--- src/rtl/byte_bus_master_if.sv ---
// Bundle of the operand/result handshakes and the byte-serial bus between
// the host-side bus master and the tt_um style DUT harness.
interface byte_bus_master_if #(
  parameter int LOG2_BYTES_IN  = 3,
  parameter int LOG2_BYTES_OUT = 2
);
  localparam int BYTES_IN  = 1 << LOG2_BYTES_IN;
  localparam int BYTES_OUT = 1 << LOG2_BYTES_OUT;

  // Both handshakes: a word moves on a rising edge where valid and ready are
  // both high; the producer holds valid and data stable until that edge.
  logic                   op_valid;
  logic                   op_ready;
  logic [BYTES_IN*8-1:0]  op_data;
  logic                   res_valid;
  logic                   res_ready;
  logic [BYTES_OUT*8-1:0] res_data;

  // Byte bus to the DUT: ui_in, uio_in (write idx [3:0], read idx [7:4]), uo_out.
  logic [7:0]             bus_data;
  logic [7:0]             bus_sel;
  logic [7:0]             bus_rd;

  modport master (
    input  op_valid, op_data, res_ready, bus_rd,
    output op_ready, res_valid, res_data, bus_data, bus_sel
  );

  modport slave (
    output op_valid, op_data, res_ready, bus_rd,
    input  op_ready, res_valid, res_data, bus_data, bus_sel
  );
endinterface

--- src/rtl/byte_bus_master.sv ---
// Writes a wide operand into a byte-serial DUT, waits a settle gap, reads the
// result back byte by byte and offers it on a valid/ready output.
module byte_bus_master #(
  parameter int LOG2_BYTES_IN  = 3,
  parameter int LOG2_BYTES_OUT = 2,
  parameter int SETTLE         = 1
) (
  input  logic                     clk,
  input  logic                     rst,
  byte_bus_master_if.master        bus,
  output logic                     busy,
  output logic [2:0]               state_dbg
);
  localparam int BYTES_IN  = 1 << LOG2_BYTES_IN;
  localparam int BYTES_OUT = 1 << LOG2_BYTES_OUT;
  localparam logic [3:0] LAST_IN     = 4'(BYTES_IN - 1);
  localparam logic [3:0] LAST_OUT    = 4'(BYTES_OUT - 1);
  localparam logic [3:0] LAST_SETTLE = 4'(SETTLE - 1);

  if (LOG2_BYTES_IN < 0 || LOG2_BYTES_IN > 4) begin : g_bad_in
    $error("byte_bus_master: LOG2_BYTES_IN must be 0..4");
  end
  if (LOG2_BYTES_OUT < 0 || LOG2_BYTES_OUT > 4) begin : g_bad_out
    $error("byte_bus_master: LOG2_BYTES_OUT must be 0..4");
  end
  if (SETTLE < 0 || SETTLE > 15) begin : g_bad_settle
    $error("byte_bus_master: SETTLE must be 0..15");
  end

  typedef enum logic [2:0] {
    S_IDLE   = 3'd0,
    S_WRITE  = 3'd1,
    S_SETTLE = 3'd2,
    S_READ   = 3'd3,
    S_DONE   = 3'd4
  } state_t;

  state_t                 state;
  logic [3:0]             cnt;
  logic [3:0]             cnt_nxt;
  logic [BYTES_IN*8-1:0]  op_q;
  logic [7:0]             bus_data_q;
  logic [7:0]             bus_sel_q;
  logic                   res_valid_q;
  logic [BYTES_OUT*8-1:0] res_data_q;

  assign cnt_nxt = cnt + 4'd1;

  // cnt is the byte index currently on the bus in WRITE/READ and the gap
  // count in SETTLE; bus registers are loaded one edge ahead of their cycle.
  always_ff @(posedge clk) begin
    if (rst) begin
      state       <= S_IDLE;
      cnt         <= '0;
      op_q        <= '0;
      bus_data_q  <= '0;
      bus_sel_q   <= '0;
      res_valid_q <= 1'b0;
      res_data_q  <= '0;
    end else begin
      case (state)
        S_IDLE: begin
          if (bus.op_valid) begin
            op_q       <= bus.op_data;
            bus_data_q <= bus.op_data[7:0];
            bus_sel_q  <= 8'h00;
            cnt        <= '0;
            state      <= S_WRITE;
          end
        end

        S_WRITE: begin
          if (cnt == LAST_IN) begin
            cnt   <= '0;
            state <= (SETTLE > 0) ? S_SETTLE : S_READ;
          end else begin
            cnt            <= cnt_nxt;
            bus_data_q     <= 8'(op_q >> (8 * int'(cnt_nxt)));
            bus_sel_q[3:0] <= cnt_nxt;
          end
        end

        S_SETTLE: begin
          bus_sel_q[7:4] <= 4'd0;
          if (cnt == LAST_SETTLE) begin
            cnt   <= '0;
            state <= S_READ;
          end else begin
            cnt <= cnt_nxt;
          end
        end

        S_READ: begin
          for (int j = 0; j < BYTES_OUT; j++) begin
            if (cnt == 4'(j)) res_data_q[8*j +: 8] <= bus.bus_rd;
          end
          if (cnt == LAST_OUT) begin
            res_valid_q <= 1'b1;
            state       <= S_DONE;
          end else begin
            cnt            <= cnt_nxt;
            bus_sel_q[7:4] <= cnt_nxt;
          end
        end

        S_DONE: begin
          if (bus.res_ready) begin
            res_valid_q <= 1'b0;
            state       <= S_IDLE;
          end
        end

        default: state <= S_IDLE;
      endcase
    end
  end

  assign bus.op_ready  = (state == S_IDLE);
  assign bus.res_valid = res_valid_q;
  assign bus.res_data  = res_data_q;
  assign bus.bus_data  = bus_data_q;
  assign bus.bus_sel   = bus_sel_q;
  assign busy          = (state != S_IDLE);
  assign state_dbg     = state;
endmodule
--- src/flat_wrapper.sv ---
// flat-port wrapper written by rule: the top's interface ports become plain ports
module byte_bus_master_flat 
#(
  parameter int LOG2_BYTES_IN  = 3,
  parameter int LOG2_BYTES_OUT = 2,
  parameter int SETTLE         = 1
)
  (clk, rst, busy, state_dbg, bus_op_valid, bus_op_data, bus_res_ready, bus_bus_rd, bus_op_ready, bus_res_valid, bus_res_data, bus_bus_data, bus_bus_sel);
  byte_bus_master_if #(.LOG2_BYTES_IN(LOG2_BYTES_IN), .LOG2_BYTES_OUT(LOG2_BYTES_OUT)) bus_i ();
  input  logic clk;
  input  logic rst;
  output logic busy;
  output logic [2:0] state_dbg;
  input wire logic [$bits(bus_i.op_valid)-1:0] bus_op_valid;
  input wire logic [$bits(bus_i.op_data)-1:0] bus_op_data;
  input wire logic [$bits(bus_i.res_ready)-1:0] bus_res_ready;
  input wire logic [$bits(bus_i.bus_rd)-1:0] bus_bus_rd;
  output wire logic [$bits(bus_i.op_ready)-1:0] bus_op_ready;
  output wire logic [$bits(bus_i.res_valid)-1:0] bus_res_valid;
  output wire logic [$bits(bus_i.res_data)-1:0] bus_res_data;
  output wire logic [$bits(bus_i.bus_data)-1:0] bus_bus_data;
  output wire logic [$bits(bus_i.bus_sel)-1:0] bus_bus_sel;
  assign bus_i.op_valid = bus_op_valid;
  assign bus_i.op_data = bus_op_data;
  assign bus_i.res_ready = bus_res_ready;
  assign bus_i.bus_rd = bus_bus_rd;
  assign bus_op_ready = bus_i.op_ready;
  assign bus_res_valid = bus_i.res_valid;
  assign bus_res_data = bus_i.res_data;
  assign bus_bus_data = bus_i.bus_data;
  assign bus_bus_sel = bus_i.bus_sel;
  byte_bus_master #(.LOG2_BYTES_IN(LOG2_BYTES_IN), .LOG2_BYTES_OUT(LOG2_BYTES_OUT), .SETTLE(SETTLE)) u_core (.clk(clk), .rst(rst), .bus(bus_i), .busy(busy), .state_dbg(state_dbg));
endmodule
--- config.mk ---
export PLATFORM = sky130hd
export DESIGN_NAME = byte_bus_master_flat
export DESIGN_NICKNAME = d
export VERILOG_FILES = /design/src/rtl/byte_bus_master_if.sv /design/src/rtl/byte_bus_master.sv /design/src/flat_wrapper.sv
export SDC_FILE = /design/constraint.sdc
export NUM_CORES = 1
export LEC_CHECK = 0
export BUFFER_PORTS_ARGS = -buffer_cell sky130_fd_sc_hd__clkbuf_2
export CAP_MARGIN = 10
export CORE_ASPECT_RATIO = 0.8
export CORE_MARGIN = 3
export CORE_UTILIZATION = 49
export CTS_BUF_LIST = sky130_fd_sc_hd__clkbuf_4
export CTS_CLUSTER_SIZE = 20
export DETAILED_ROUTE_END_ITERATION = 16
export GPL_TIMING_DRIVEN = 0
export PLACE_DENSITY = 0.83
export SYNTH_ARGS = -nofsm -noshare
export SYNTH_HDL_FRONTEND = slang
export SYNTH_SLANG_ARGS = --single-unit
export TNS_END_PERCENT = 5
--- constraint.sdc ---
create_clock -name clk -period 2.3 [get_ports clk]
set_input_delay 0.23 -clock clk [delete_from_list [all_inputs] [get_ports clk]]
set_output_delay 0.23 -clock clk [all_outputs]
set_load 0.1 [all_outputs]
* Yosys cells after proc, flatten, opt, wreduce, memory -nomap -nowiden
Index checks and enable logic that the tools add are counted.
** Word-level totals
- Word-level logic and storage cells :: 66
- Output and inout port bits :: 54
- Register bits after elaboration :: 120
** Operators by class
- Shift-type cells :: 1
- Equality and inequality tests :: 15
- Reductions and logical operators :: 17
- Add/sub/neg operators :: 1
- Muxes and demuxes :: 21
** Operator list (number)
- $shr 64x7->8 :: 1
- $mux 8 :: 3
- $mux 4 :: 5
- $pmux 4 s4 :: 1
- $pmux 8 s2 :: 1
- $mux 3 :: 5
- $pmux 3 s5 :: 1
- $pmux 4 s3 :: 1
- $reduce_and 3->1 :: 4
- $reduce_and 2->1 :: 5
- $eq 4x2->1 const B :: 2
- $ne 2x2->1 const B :: 4
- $pmux 4 s2 :: 1
- $eq 3x2->1 const B :: 2
- $ne 2x1->1 const B :: 3
- $reduce_bool 3->1 :: 2
- $reduce_and 5->1 :: 1
- $add 4x1->4 const B :: 1
- $eq 4x1->1 const B :: 1
- $eq 4x3->1 const B :: 1
- $logic_not 4->1 :: 1
- $reduce_bool 2->1 :: 2
- $reduce_bool 4->1 :: 1
- $eq 3x1->1 const B :: 1
- 4 further kinds :: 5

* Longest topological paths before layout
- Depth in word-level cells :: 4
- Mapped depth :: 8
- Gate-level depth less buffers :: 6

* Least setup slack after synthesis
Ideal clock, no wire load.
- Path type :: flip-flop to flip-flop
- Start point :: register u_core.state[0], in the netlist u_core.state_dbg[0]
- End point :: register u_core.cnt[0]
- Data arrival time :: 3.471 ns
- Slack :: -1.288 ns
- Cell stages (with the launch flop) :: 7
- Clock period less this slack :: 3.588 ns
- Path buffers :: 1
- Setup time :: 0.117 ns
- Cell sequence :: dfxtp_1 clkbuf_1 or3_1 inv_1 a21oi_1 a21oi_1 a22o_1
** On the way
- Word-level cells in the longest chain between the ends :: 3
- Elaborated cells on any way between the ends :: 9
- Classes of those cells :: 5 x eq/ne; 1 x mux; 3 x reduce/logical
** Ends and longest elaborated chain
- start: declaration :: line byte_bus_master.sv:38 : state_t state;
- start signal: assignment :: line byte_bus_master.sv:75 : state <= (SETTLE > 0) ? S_SETTLE : S_READ;
- $logic_not 3->1 (*)
- named net bus_op_ready :: line flat_wrapper.sv:18 : output wire logic [$bits(bus_i.op_ready)-1:0] bus_op_ready;
- $reduce_bool 4->1 (no line) / $ne 2x2->1 (equally long branches)
- $reduce_and 3->1 (no line)
- end signal: assignment :: line byte_bus_master.sv:77 : cnt <= cnt_nxt;
- end signal: assignment :: line byte_bus_master.sv:89 : cnt <= cnt_nxt;
- end signal: assignment :: line byte_bus_master.sv:101 : cnt <= cnt_nxt;
- end: declaration :: line byte_bus_master.sv:39 : logic [3:0] cnt;
Mark *: on every way through the listed nets, which the timed path passes. The rest lies on a longest branch.
A chain may end at the register's enable or synchronous reset.

* Worst setup path in the final report
- Start point :: register u_core.cnt[0]
- End point :: register u_core.bus_data_q[0], in the netlist u_core.bus.bus_data[0]
** On the way
- Word-level cells in the longest chain between the ends :: 4
- Elaborated cells on any way between the ends :: 7
- Classes of those cells :: 1 x add/sub; 2 x eq/ne; 1 x shift; 2 x mux; 1 x reduce/logical
** Ends and longest elaborated chain
- $add 4x1->4 :: line byte_bus_master.sv:47 : assign cnt_nxt = cnt + 4'd1;
- $shr 64x7->8 :: line byte_bus_master.sv:78 : bus_data_q <= 8'(op_q >> (8 * int'(cnt_nxt)));
- $mux 8 :: line byte_bus_master.sv:73 : if (cnt == LAST_IN) begin
- $pmux 8 s2 :: line byte_bus_master.sv:61 : case (state)
- end signal: assignment :: line byte_bus_master.sv:65 : bus_data_q <= bus.op_data[7:0];
- end signal: assignment :: line byte_bus_master.sv:78
- end: declaration :: line byte_bus_master.sv:42 : logic [7:0] bus_data_q;
Parallel ways exist; a longest one is shown, timed or not. The select of a mux whose other input is x is not followed.

==> results.txt <==
- Sequential cell fraction of total power: around a third
- The first global-routing pass estimated 26700 µm of wire.
- DRT antenna net count: 0
* Final GP Congestion: 0.913
- Count of mapped cells out of synthesis: around 550
- # setup viols final: 0
* Kind of launch point of the worst setup path: flip-flop
- Total power after layout: 7.51 mW
- The worst register-to-register path has a depth of 8.
* CP Class: flip-flop to flip-flop
- The die covers 0.0115 mm².
- For this design the top-level I/O count stands at 130.
- Number of nets at the end of the flow: about 860
* DRC violation total after the first TritonRoute iteration: 554
- Global routing consumed, over all layers together, 29.5% of the routing resources.
- The count of buffers added on input and output ports is 129.
- Dominant cell type by area after synthesis: sky130_fd_sc_hd__dfxtp_1
- After synthesis the cells add up to 0.00503 mm².
* Register bit count reported by yosys: 120
- The worst hold path passes through 4 cells.
* Reg2reg setup slack: 20 ps
* Fill count: 692
* Peak clock frequency supported by timing: 438 MHz
- Detailed placement finished with a half-perimeter wire length of 10700 µm.
- The number of antenna violations at the first check in global routing came to 1.
- Area taken by multi-input logic gates: 0.00242 mm²
- CP Max Fanout: 6
* Number of enable flip-flop cells after synthesis: 0
* Power density of the placed cells: around 1100 mW/mm²
* Effective utilization at floorplan: 51.3%
- Worst slew margin: 53.0%
- Total DRC errors in the routed layout: 0
- The routed layout has 5258 vias.
* Clock slew at the register clock pins of the worst setup and hold paths: 110 ps
- Pin count of the biggest net entering global routing: 17
- Total count of hold-check failures in the final report: 0
- CTS saw 120 sinks.
- The tool flagged a number of max-cap violations equal to 0.
- Clock latency on the worst-skew pair, taken at its later pin, is 530 ps.
* Sequential cell area in the final layout: around 0.0024 mm²
- Launch point of the worst hold path: rst
* Final worst-path cycle share: 99.3%
- Average cell area after synthesis: 9.11 µm²
* Fraction of registers with async set/reset: 0%
* Vias in the first global route: 5170
* Proportion of netlist area held by the largest area contributor: 47.7%
- Counting every net in the synthesized netlist gives 632.
* Clock tree skew after final layout: 16.9 ps
* Clock tree from TritonCTS: built
- Worst endpoint required time: 2680 ps
- The worst register-to-register path ends at u_core.bus.bus_data[0].
* Worst supply voltage drop on vdd: 0.000482 V
- Root buffer cell: sky130_fd_sc_hd__clkbuf_4
- Seq/Total Area, Yosys: 47.7%
- Total grt overflow: 0
* Buffer depth of the longest clock path: 2
* Hold Path End: u_core.state_dbg[0]
* Launch instance of the worst register-to-register path: u_core.cnt[0]
- The floorplan has 32 rows.
- The final layout contains routed wiring with a total length of 17400 µm.
* Clock power frac: 21.5%
- In this run switching power makes up between 40 and 50% of total power.
- The H-tree generated during clock tree synthesis spans 4 levels.
- Fraction of power consumed by combinational cells: 43.2%
* Count of synthesis-stage warnings from yosys: 0
- Most frequently used flop master after synthesis: sky130_fd_sc_hd__dfxtp_1
- Synth top area cells: sky130_fd_sc_hd__dfxtp_1 48%, sky130_fd_sc_hd__nand2_1 10%, sky130_fd_sc_hd__mux2i_1 7.8%, sky130_fd_sc_hd__a21oi_1 7.1%, sky130_fd_sc_hd__mux4_2 5.8%
- Relative to the synthesized area, the layout overhead comes to 39.5%.
- Class of the worst hold path: primary input to flip-flop
* Crit path capture type: flip-flop
- Measured along the y axis, the die boundary spans 96.6 µm.
- Clock period minus final worst setup slack: around 2300 ps
* Internal power: between 4 and 5 mW
- Share of final-layout standard cells stronger than drive strength 1: 29.5%
- The netlist uses 46 different library cells.
- Setup total negative slack: 0 ps
- Avg Vias per Cell: 5.66
* Leakage power of the design: 3.13 nW
- Routed length per placed instance: 18.7 µm
* Max Slew Vio Count: 0
- STA puts the critical path data arrival time at 2660 ps.
- The largest single stage delay on the critical path is 490 ps.
* Number of buffers inserted during clock tree synthesis: 17
* Run status: complete, no violations
- DRT Pass-1 Iters: 5
- Worst-Margin Slew: 706 ps
- Slowest cell on the critical path: sky130_fd_sc_hd__mux4_2
- Crit-path cells: buf_8, clkinvlp_4, ha_4, buf_4, mux2_2, mux4_2, nand3_1, a221oi_1
- Horizontal extent of the die: 119 µm
- Standard cell core area: 0.00981 mm²
- In this run the power spent charging and discharging nets is 3.32 mW.
## cells in the mapped netlist (all sizes together) (3+ instances only)
cell type and n:
o22ai 5, or3 3, inv 10, a21oi 71, clkbuf 19, a221oi 3, nor4b 3, ha 4
mux2i 39, dfxtp 120, buf 23, o21ai 4, mux4 14, nand3 8, a21boi 8, mux2 11
nor2 41, nand2 138, nand3b 5
## power by group through the flow
stage	logic, mW	clock network, mW	registers [mW]
finish	3.24	1.62	2.64
CTS	3.09	1.61	2.62
global placement	2.88	0	2.64
detailed placement	2.94	0	2.66
floorplan	1.67	0	3.26
global route	3.39	1.72	2.67
## cell type report
cell class,instances,share of cell area (%)
buffer,42,3.40
sequential,120,34.4
clock inverter,12,2.17
multi-input combinational,380,34.5
clock buffer,20,2.14
tap,136,2.42
antenna,1,0.0357
timing repair buffer,208,20.2
inverter,10,0.642
## cells in the final DEF (no fill, tap or decap), types with 2 or more instances in the layout
cell type / n
sky130_fd_sc_hd__inv_1: 8
sky130_fd_sc_hd__nor4b_1: 2
sky130_fd_sc_hd__nand3_1: 8
sky130_fd_sc_hd__buf_2: 17
sky130_fd_sc_hd__a221oi_1: 2
sky130_fd_sc_hd__ha_1: 2
sky130_fd_sc_hd__nor2_1: 41
sky130_fd_sc_hd__dfxtp_4: 3
sky130_fd_sc_hd__clkbuf_2: 129
sky130_fd_sc_hd__mux2_2: 11
sky130_fd_sc_hd__mux4_2: 13
sky130_fd_sc_hd__o22ai_1: 5
sky130_fd_sc_hd__bufinv_16: 3
sky130_fd_sc_hd__a22o_1: 2
sky130_fd_sc_hd__buf_4: 10
sky130_fd_sc_hd__nand3b_1: 5
sky130_fd_sc_hd__clkbuf_1: 17
sky130_fd_sc_hd__dfxtp_1: 116
sky130_fd_sc_hd__mux2i_1: 39
sky130_fd_sc_hd__clkinvlp_4: 6
sky130_fd_sc_hd__clkinv_2: 3
sky130_fd_sc_hd__a21boi_0: 7
sky130_fd_sc_hd__or3_1: 2
sky130_fd_sc_hd__clkinv_4: 2
sky130_fd_sc_hd__o21ai_0: 4
sky130_fd_sc_hd__dlygate4sd3_1: 73
sky130_fd_sc_hd__a32o_1: 2
sky130_fd_sc_hd__a21oi_2: 2
sky130_fd_sc_hd__clkbuf_4: 20
sky130_fd_sc_hd__nand2_1: 138
sky130_fd_sc_hd__a21oi_1: 69
## metrics by stage
stage	utilization [%]	setup slack (ps)	instance area (µm²)	cells	hold slack [ps]
floorplan	-	-12.4	5090	552	366
global placement	60.2	-274	5910	817	439
detailed placement	60.2	-336	5910	817	446
CTS	71.2	32.3	6990	925	98.2
global route	71.6	-15.3	7020	929	111
finish	71.6	15.8	7020	929	151
## per-layer routing
| metal | wire length, µm | global-route usage, % |
|---|---|---|
| met1 | 6600 | 34.8 |
| met3 | 1760 | 8.94 |
| met5 | 0 | 0 |
| met2 | 8140 | 47.6 |
| met4 | 861 | 17.2 |
## state kept, by name (all words and copies together), names as in the netlist
name	flops
u_core.bus.res_data	32
u_core.cnt	4
u_core.bus.bus_sel	8
u_core.state_dbg	3
u_core.bus.res_valid	1
u_core.op_q	64
u_core.bus.bus_data	8
## logic make-up (layout without fill, tap and decap cells)
| logic type | after synthesis | after routing | synth area share [%] |
|---|---|---|---|
| XOR/XNOR | 2 | 2 | 0.498 |
| AO/OA/AOI/OAI | 105 | 105 | 12.5 |
| buffers and inverters | 52 | 292 | 4.63 |
| AND/OR/NAND/NOR | 205 | 205 | 17.1 |
| multiplexers | 64 | 64 | 16.6 |
| flip-flops | 120 | 120 | 47.7 |
| adder cells (fa/ha/maj) | 4 | 4 | 0.995 |
| other | 0 | 1 | 0 |
## how the worst max path moves through the flow
stage          slack (ps)  depth (start not counted)                endpoint                 from
6_report               20                          8  u_core.bus.bus_data[0]        u_core.cnt[0]
3_3_place_gp         -270                          8  u_core.bus.bus_data[7]        u_core.cnt[0]
4_1_cts                30                          8  u_core.bus.bus_data[0]        u_core.cnt[0]
3_5_place_dp         -340                          8  u_core.bus.bus_data[7]        u_core.cnt[0]
5_1_grt               -20                          8  u_core.bus.bus_data[0]        u_core.cnt[0]
2_1_floorplan         -10                          6           u_core.cnt[3]  u_core.state_dbg[0]
## repair_timing
item	in CTS	in global routing
setup endpoints to repair	8	5
buffers inserted	3	3
pin swaps	1	1
hold buffers	73	0
gates cloned	0	0
resized for setup	7	3
hold endpoints to repair	94	0
## worst max-delay path, delay by kind of cell (launching register included)
kind,cells,cell delay [ps]
compound gates,1,80
simple gates,1,120
buf+inv,3,410
mux,2,840
flops,1,370
fa+ha+maj,1,320
(Power assumes the default switching activity.)
